`src/rtl/hwreg_responder.sv`:
```
// Strobe-handshake register responder exposing the I_STAT/I_MASK interrupt block.
// Optional feature macro HWREG_UNMAPPED_ERR_EN: pulse bus_err when an unmapped access is acked.
module hwreg_responder #(
    parameter int unsigned ACK_LATENCY = 1
) (
    input  logic        clk,
    input  logic        rst_n,
    input  logic [31:0] hw_addr,
    input  logic [31:0] hw_data_i,
    input  logic        hw_wen,
    input  logic        hw_ren,
    output logic [31:0] hw_data_o,
    output logic        hw_ack,
    input  logic [10:0] irq_in,
    output logic        cpu_irq,
    output logic        bus_err
);
    localparam int unsigned ADDR_W = 16;
    localparam int unsigned IRQ_W  = 11;
    localparam int unsigned DATA_W = 32;
    localparam int unsigned CNT_W  = 4;
    localparam logic [ADDR_W-1:0] ADDR_STAT = 16'h1070;
    localparam logic [ADDR_W-1:0] ADDR_MASK = 16'h1074;
    localparam logic [CNT_W-1:0]  CNT_LAST  = CNT_W'(ACK_LATENCY - 1);

    typedef enum logic [1:0] {
        IDLE = 2'd0,
        BUSY = 2'd1,
        ACK  = 2'd2
    } state_t;

    state_t             state, state_nxt;
    logic [CNT_W-1:0]   cnt, cnt_nxt;
    logic               capture_c, commit_c;

    logic [ADDR_W-1:0]  addr_q;
    logic [IRQ_W-1:0]   data_q;
    logic               wr_q;
    logic [IRQ_W-1:0]   i_stat, i_mask;
    logic [IRQ_W-1:0]   irq_q;
    logic               irq_armed;
    logic [IRQ_W-1:0]   new_edges_c;
    logic               wr_stat_c, wr_mask_c;
    logic [DATA_W-1:0]  rd_data_c;

    // Upper address and data bits are not decoded.
    logic unused_bits;
    assign unused_bits = ^{hw_addr[31:16], hw_data_i[31:11]};

    // State and latency counter register
    always_ff @(posedge clk or negedge rst_n) begin
        if (!rst_n) begin
            state <= IDLE;
            cnt   <= '0;
        end else begin
            state <= state_nxt;
            cnt   <= cnt_nxt;
        end
    end

    // Next-state: capture in IDLE, count in BUSY (abort if strobes drop), hold in ACK
    always_comb begin
        state_nxt = state;
        cnt_nxt   = cnt;
        capture_c = 1'b0;
        commit_c  = 1'b0;
        unique case (state)
            IDLE: begin
                if (hw_wen || hw_ren) begin
                    state_nxt = BUSY;
                    cnt_nxt   = '0;
                    capture_c = 1'b1;
                end
            end
            BUSY: begin
                if (!hw_wen && !hw_ren) begin
                    state_nxt = IDLE;
                end else if (cnt == CNT_LAST) begin
                    state_nxt = ACK;
                    commit_c  = 1'b1;
                end else begin
                    cnt_nxt = cnt + CNT_W'(1);
                end
            end
            ACK: begin
                if (!hw_wen && !hw_ren) begin
                    state_nxt = IDLE;
                end
            end
            default: state_nxt = IDLE;
        endcase
    end

    // Access capture; write wins when both strobes are high
    always_ff @(posedge clk or negedge rst_n) begin
        if (!rst_n) begin
            addr_q <= '0;
            data_q <= '0;
            wr_q   <= 1'b0;
        end else if (capture_c) begin
            addr_q <= hw_addr[ADDR_W-1:0];
            data_q <= hw_data_i[IRQ_W-1:0];
            wr_q   <= hw_wen;
        end
    end

    assign wr_stat_c = commit_c && wr_q && (addr_q == ADDR_STAT);
    assign wr_mask_c = commit_c && wr_q && (addr_q == ADDR_MASK);

    // Edges are ignored on the first cycle after reset so levels already high are not counted.
    assign new_edges_c = irq_armed ? (irq_in & ~irq_q) : '0;

    always_ff @(posedge clk or negedge rst_n) begin
        if (!rst_n) begin
            irq_q     <= '0;
            irq_armed <= 1'b0;
        end else begin
            irq_q     <= irq_in;
            irq_armed <= 1'b1;
        end
    end

    // Interrupt status/mask; a new edge beats a simultaneous write-clear
    always_ff @(posedge clk or negedge rst_n) begin
        if (!rst_n) begin
            i_stat  <= '0;
            i_mask  <= '0;
            cpu_irq <= 1'b0;
        end else begin
            if (wr_stat_c) begin
                i_stat <= (i_stat & data_q) | new_edges_c;
            end else begin
                i_stat <= i_stat | new_edges_c;
            end
            if (wr_mask_c) begin
                i_mask <= data_q;
            end
            cpu_irq <= |(i_stat & i_mask);
        end
    end

    always_comb begin
        rd_data_c = '0;
        if (addr_q == ADDR_STAT) begin
            rd_data_c = DATA_W'(i_stat);
        end else if (addr_q == ADDR_MASK) begin
            rd_data_c = DATA_W'(i_mask);
        end
    end

    // Handshake outputs; read data is held for the whole ack phase
    always_ff @(posedge clk or negedge rst_n) begin
        if (!rst_n) begin
            hw_ack    <= 1'b0;
            hw_data_o <= '0;
        end else begin
            hw_ack <= (state_nxt == ACK);
            if (commit_c && !wr_q) begin
                hw_data_o <= rd_data_c;
            end else if (state_nxt != ACK) begin
                hw_data_o <= '0;
            end
        end
    end

`ifdef HWREG_UNMAPPED_ERR_EN
    logic unmapped_c;
    assign unmapped_c = (addr_q != ADDR_STAT) && (addr_q != ADDR_MASK);

    always_ff @(posedge clk or negedge rst_n) begin
        if (!rst_n) begin
            bus_err <= 1'b0;
        end else begin
            bus_err <= commit_c && unmapped_c;
        end
    end
`else
    assign bus_err = 1'b0;
`endif

endmodule
```
`config.mk`:
```
export PLATFORM = sky130hd
export DESIGN_NAME = hwreg_responder
export DESIGN_NICKNAME = d
export VERILOG_FILES = /design/src/rtl/hwreg_responder.sv
export SDC_FILE = /design/constraint.sdc
export NUM_CORES = 1
export LEC_CHECK = 0
export ABC_AREA = 1
export BUFFER_PORTS_ARGS = -buffer_cell sky130_fd_sc_hd__buf_4
export CORE_AREA = 2 2 95 97
export DETAILED_ROUTE_END_ITERATION = 10
export DIE_AREA = 0 0 97 99
export PLACE_DENSITY = 0.82
export SYNTH_ARGS = -nofsm -noshare
export SYNTH_HDL_FRONTEND = slang
export SYNTH_SLANG_ARGS = --single-unit
```
`constraint.sdc`:
```
create_clock -name clk -period 2 [get_ports clk]
set_input_delay 0.2 -clock clk [delete_from_list [all_inputs] [get_ports clk]]
set_output_delay 0.2 -clock clk [all_outputs]
set_load 0.02 [all_outputs]
```
==> run_results.csv <==
group,metric,value,unit
grt,grt_pass1_vias,3069,
clock_tree,cts_buffers,9,
grt,grt.total_usage,0.178,
die,start_util,0.457,
route,drt-pass1-iter-count,4,
min_path,hp-class,"in -> reg",
clock_tree,htreeDepth,3,
route,wl,7980,um
yosys,syn_inst,466,
clock_tree,clockBufferDepth,2,
clock_tree,cts_tree,"yes",
layout,final_util,0.543,
die,core,8550,sq um
grt,antenna_found_initial,0,
clock_tree,root_buffer,"clkbuf_8",
clock_tree,cts_resized,0,
pwr,power_leakage,0.00252,uW
yosys,synth-seq-cells,81,
die,io_pins,114,
clock_tree,path_clk_slew,0.08,ns
critical_path,crit_top_cell,"nand2_1",
place,gp_congestion,0.802,
yosys,syn-cell-area,3910,sq um
place,numPortBuffers,54,
timing,skew,0.00671,ns
timing,slew_headroom,0.495,
yosys,yosysUniqueCellTypes,28,
layout,area_growth,18.8,%
clock_tree,cts.sinks,81,
clock_tree,clkLatencyLatePin,0.34,ns
critical_path,critPathSlowestCell,"dfrtp_1",
min_path,hp-start,"hw_data_i[6]",
route,drc,0,
die,die_w,97,um
place,dpl.hpwl,5690,um
timing,rsz0062_at_grt,"no",
pwr,powerDensity,1020,nW/um^2
layout,fin_cells,644,
layout,drive_above_1_share,0.179,
status,status,"complete, no violations",
yosys,yosys_warnings,0,
timing,finalSetupViolCount,0,
yosys,yosysSeqAreaShare,0.519,
critical_path,path_max_fanout,24,
critical_path,path_class,"reg -> reg",
critical_path,cp_data_required_time,2.28,ns
die,die-area,9600,sq um
timing,slew_violations,0,
die,rows,34,
pwr,power,4750,uW
timing,min_period,1.78,ns
grt,grt.overflow.total,0,
route,drt_iter0_markers,141,
critical_path,crit_start,"cnt[0]$_DFFE_PN0P_",
layout,num-fill-cells,762,
die,die_y,99,um
timing,max_slew.worst_pin.slew,0.754,ns
layout,final_area,4640,sq um
pwr,peakVddDrop,0.453,mV
route,viasPerCell,4.76,
layout,antenna_cells_inserted,0,
timing,finalSetupTns,0,ns
timing,fin_crit_sh,0.892,
critical_path,cp.arrival,2.07,ns
critical_path,start_kind,"flip-flop",
critical_path,cp-end-kind,"flip-flop",
critical_path,critical-path-top-delay-family,"simple AND/OR/NAND/NOR gates",
place,dpl.cell_count,616,
route,num_vias,3068,
timing,timing.fmax,561,MHz
critical_path,worst_path_largest_cell_delay,0.40,ns
critical_path,r2r_start,"cnt[0]$_DFFE_PN0P_",
place,placed_area,4290,sq um
yosys,syn_avg_cell_area,8.39,sq um
clock_tree,cts_setup_buffers,0,
critical_path,path_cells,"inv_1, ha_1, nand2_1, nor2_2, nand3_4, nor2_4, nand2_1, nand2_1",
timing,hold_viol_final,0,
clock_tree,cts_hold_buf,12,
layout,nets,612,
route,ant_nets,0,
critical_path,path_buf_inv,1,
grt,grt_pass1_wl,14000,um
grt,grt_max_degree,49,
route,wl_per_cell,12.4,um
job,cap_violations,0,
==> cell type report <==
class	instances	area, sq um	share of cell area
Tap cell	108	135	0.0291
Inverter	41	154	0.0331
Timing Repair Buffer	75	593	0.128
Multi-Input combinational cell	323	1510	0.324
Clock inverter	5	77.6	0.0167
Sequential cell	81	2030	0.437
Clock buffer	11	151	0.0326
==> state kept, by name (all words and copies together) (netlist names) <==
| name | cells |
|---|---|
| hw_ack | 1 |
| state | 2 |
| wr_q | 1 |
| cnt | 4 |
| cpu_irq | 1 |
| hw_data_o | 11 |
| data_q | 11 |
| i_stat | 11 |
| addr_q | 16 |
| irq_q | 11 |
| i_mask | 11 |
| irq_armed | 1 |
==> where the power goes <==
group | switching (uW) | internal [uW] | leakage, uW
logic | 826 | 397 | 0.00141
clock network | 568 | 767 | 0.000115
registers | 233 | 1960 | 0.000996
total | 1630 | 3120 | 0.00252
==> kinds of logic after synthesis <==
family	Yosys count	synth area share
buf+inv	83	0.117
other cells	2	0.00192
fa+ha+maj	2	0.00640
xor+xnor	1	0.00224
flops	81	0.519
simple gates	259	0.293
compound gates	38	0.0611
==> worst paths after layout <==
path	endpoint	slack, ns	cells past startpoint
setup / recovery	i_mask[5]$_DFFE_PN0P_	0.22	8
hold / removal	data_q[6]$_DFFE_PN0P_	0.05	3
setup reg to reg	i_mask[5]$_DFFE_PN0P_	0.22	8
hold reg to reg	addr_q[10]$_DFFE_PN0P_	0.49	2
max in group asynchronous	wr_q$_DFFE_PN0P_	0.93	3
min in group asynchronous	addr_q[12]$_DFFE_PN0P_	0.40	2
==> layer usage <==
metal  part of all wire  track usage  wire [um]  vias to the layer above
li1                   -            -          -                     1551
met1               0.46        0.227       3630                     1412
met2               0.48        0.296       3800                       88
met3              0.045       0.0291        361                       17
met4              0.022       0.0899        179                        0
met5                  0            0          0                        -
==> cells in the mapped netlist, drive strengths merged <==
master    n  area (sq um)
a21oi     1          5.00
a221oi    2          17.5
buf      38           283
clkbuf    4          18.8
conb      2          7.51
dfrtp    81          2030
ha        2          25.0
inv      41           154
nand2   164           621
nand3    61           318
nand3b   11          82.6
nor2     22           120
nor3      1          5.00
o21ai    22           114
o21bai   11          82.6
o31ai     2          20.0
xor2      1          8.76
==> per-stage QoR <==
| stage | setup WS, ns | hold WS (ns) |
|---|---|---|
| after detailed placement | 0.223 | 0.252 |
| after global routing | 0.0195 | 0.0445 |
| after floorplan | 0.570 | -0.0956 |
| after CTS | 0.216 | 0.0344 |
| final | 0.216 | 0.0452 |
| after global placement | 0.321 | 0.245 |
==> placed cells by master (no fill, tap or decap), types with 3 or more instances in the layout <==
| cell | n |
|---|---|
| dlygate4sd3_1 | 12 |
| o21ai_1 | 11 |
| nor2_1 | 15 |
| inv_1 | 36 |
| dfrtp_1 | 81 |
| nand3_1 | 60 |
| buf_4 | 63 |
| o21ai_0 | 10 |
| clkbuf_8 | 11 |
| inv_2 | 5 |
| nand3b_1 | 11 |
| nor2_4 | 4 |
| nand2_1 | 162 |
| o21bai_1 | 11 |
| conb_1 | 23 |
| nor2_2 | 3 |
==> worst min-delay path, cell delays in order <==
cell and delay [ns]:
buf_4 0.07, nand2_1 0.04, nand2_1 0.05
Note: power is estimated with default switching activity, not from simulation.
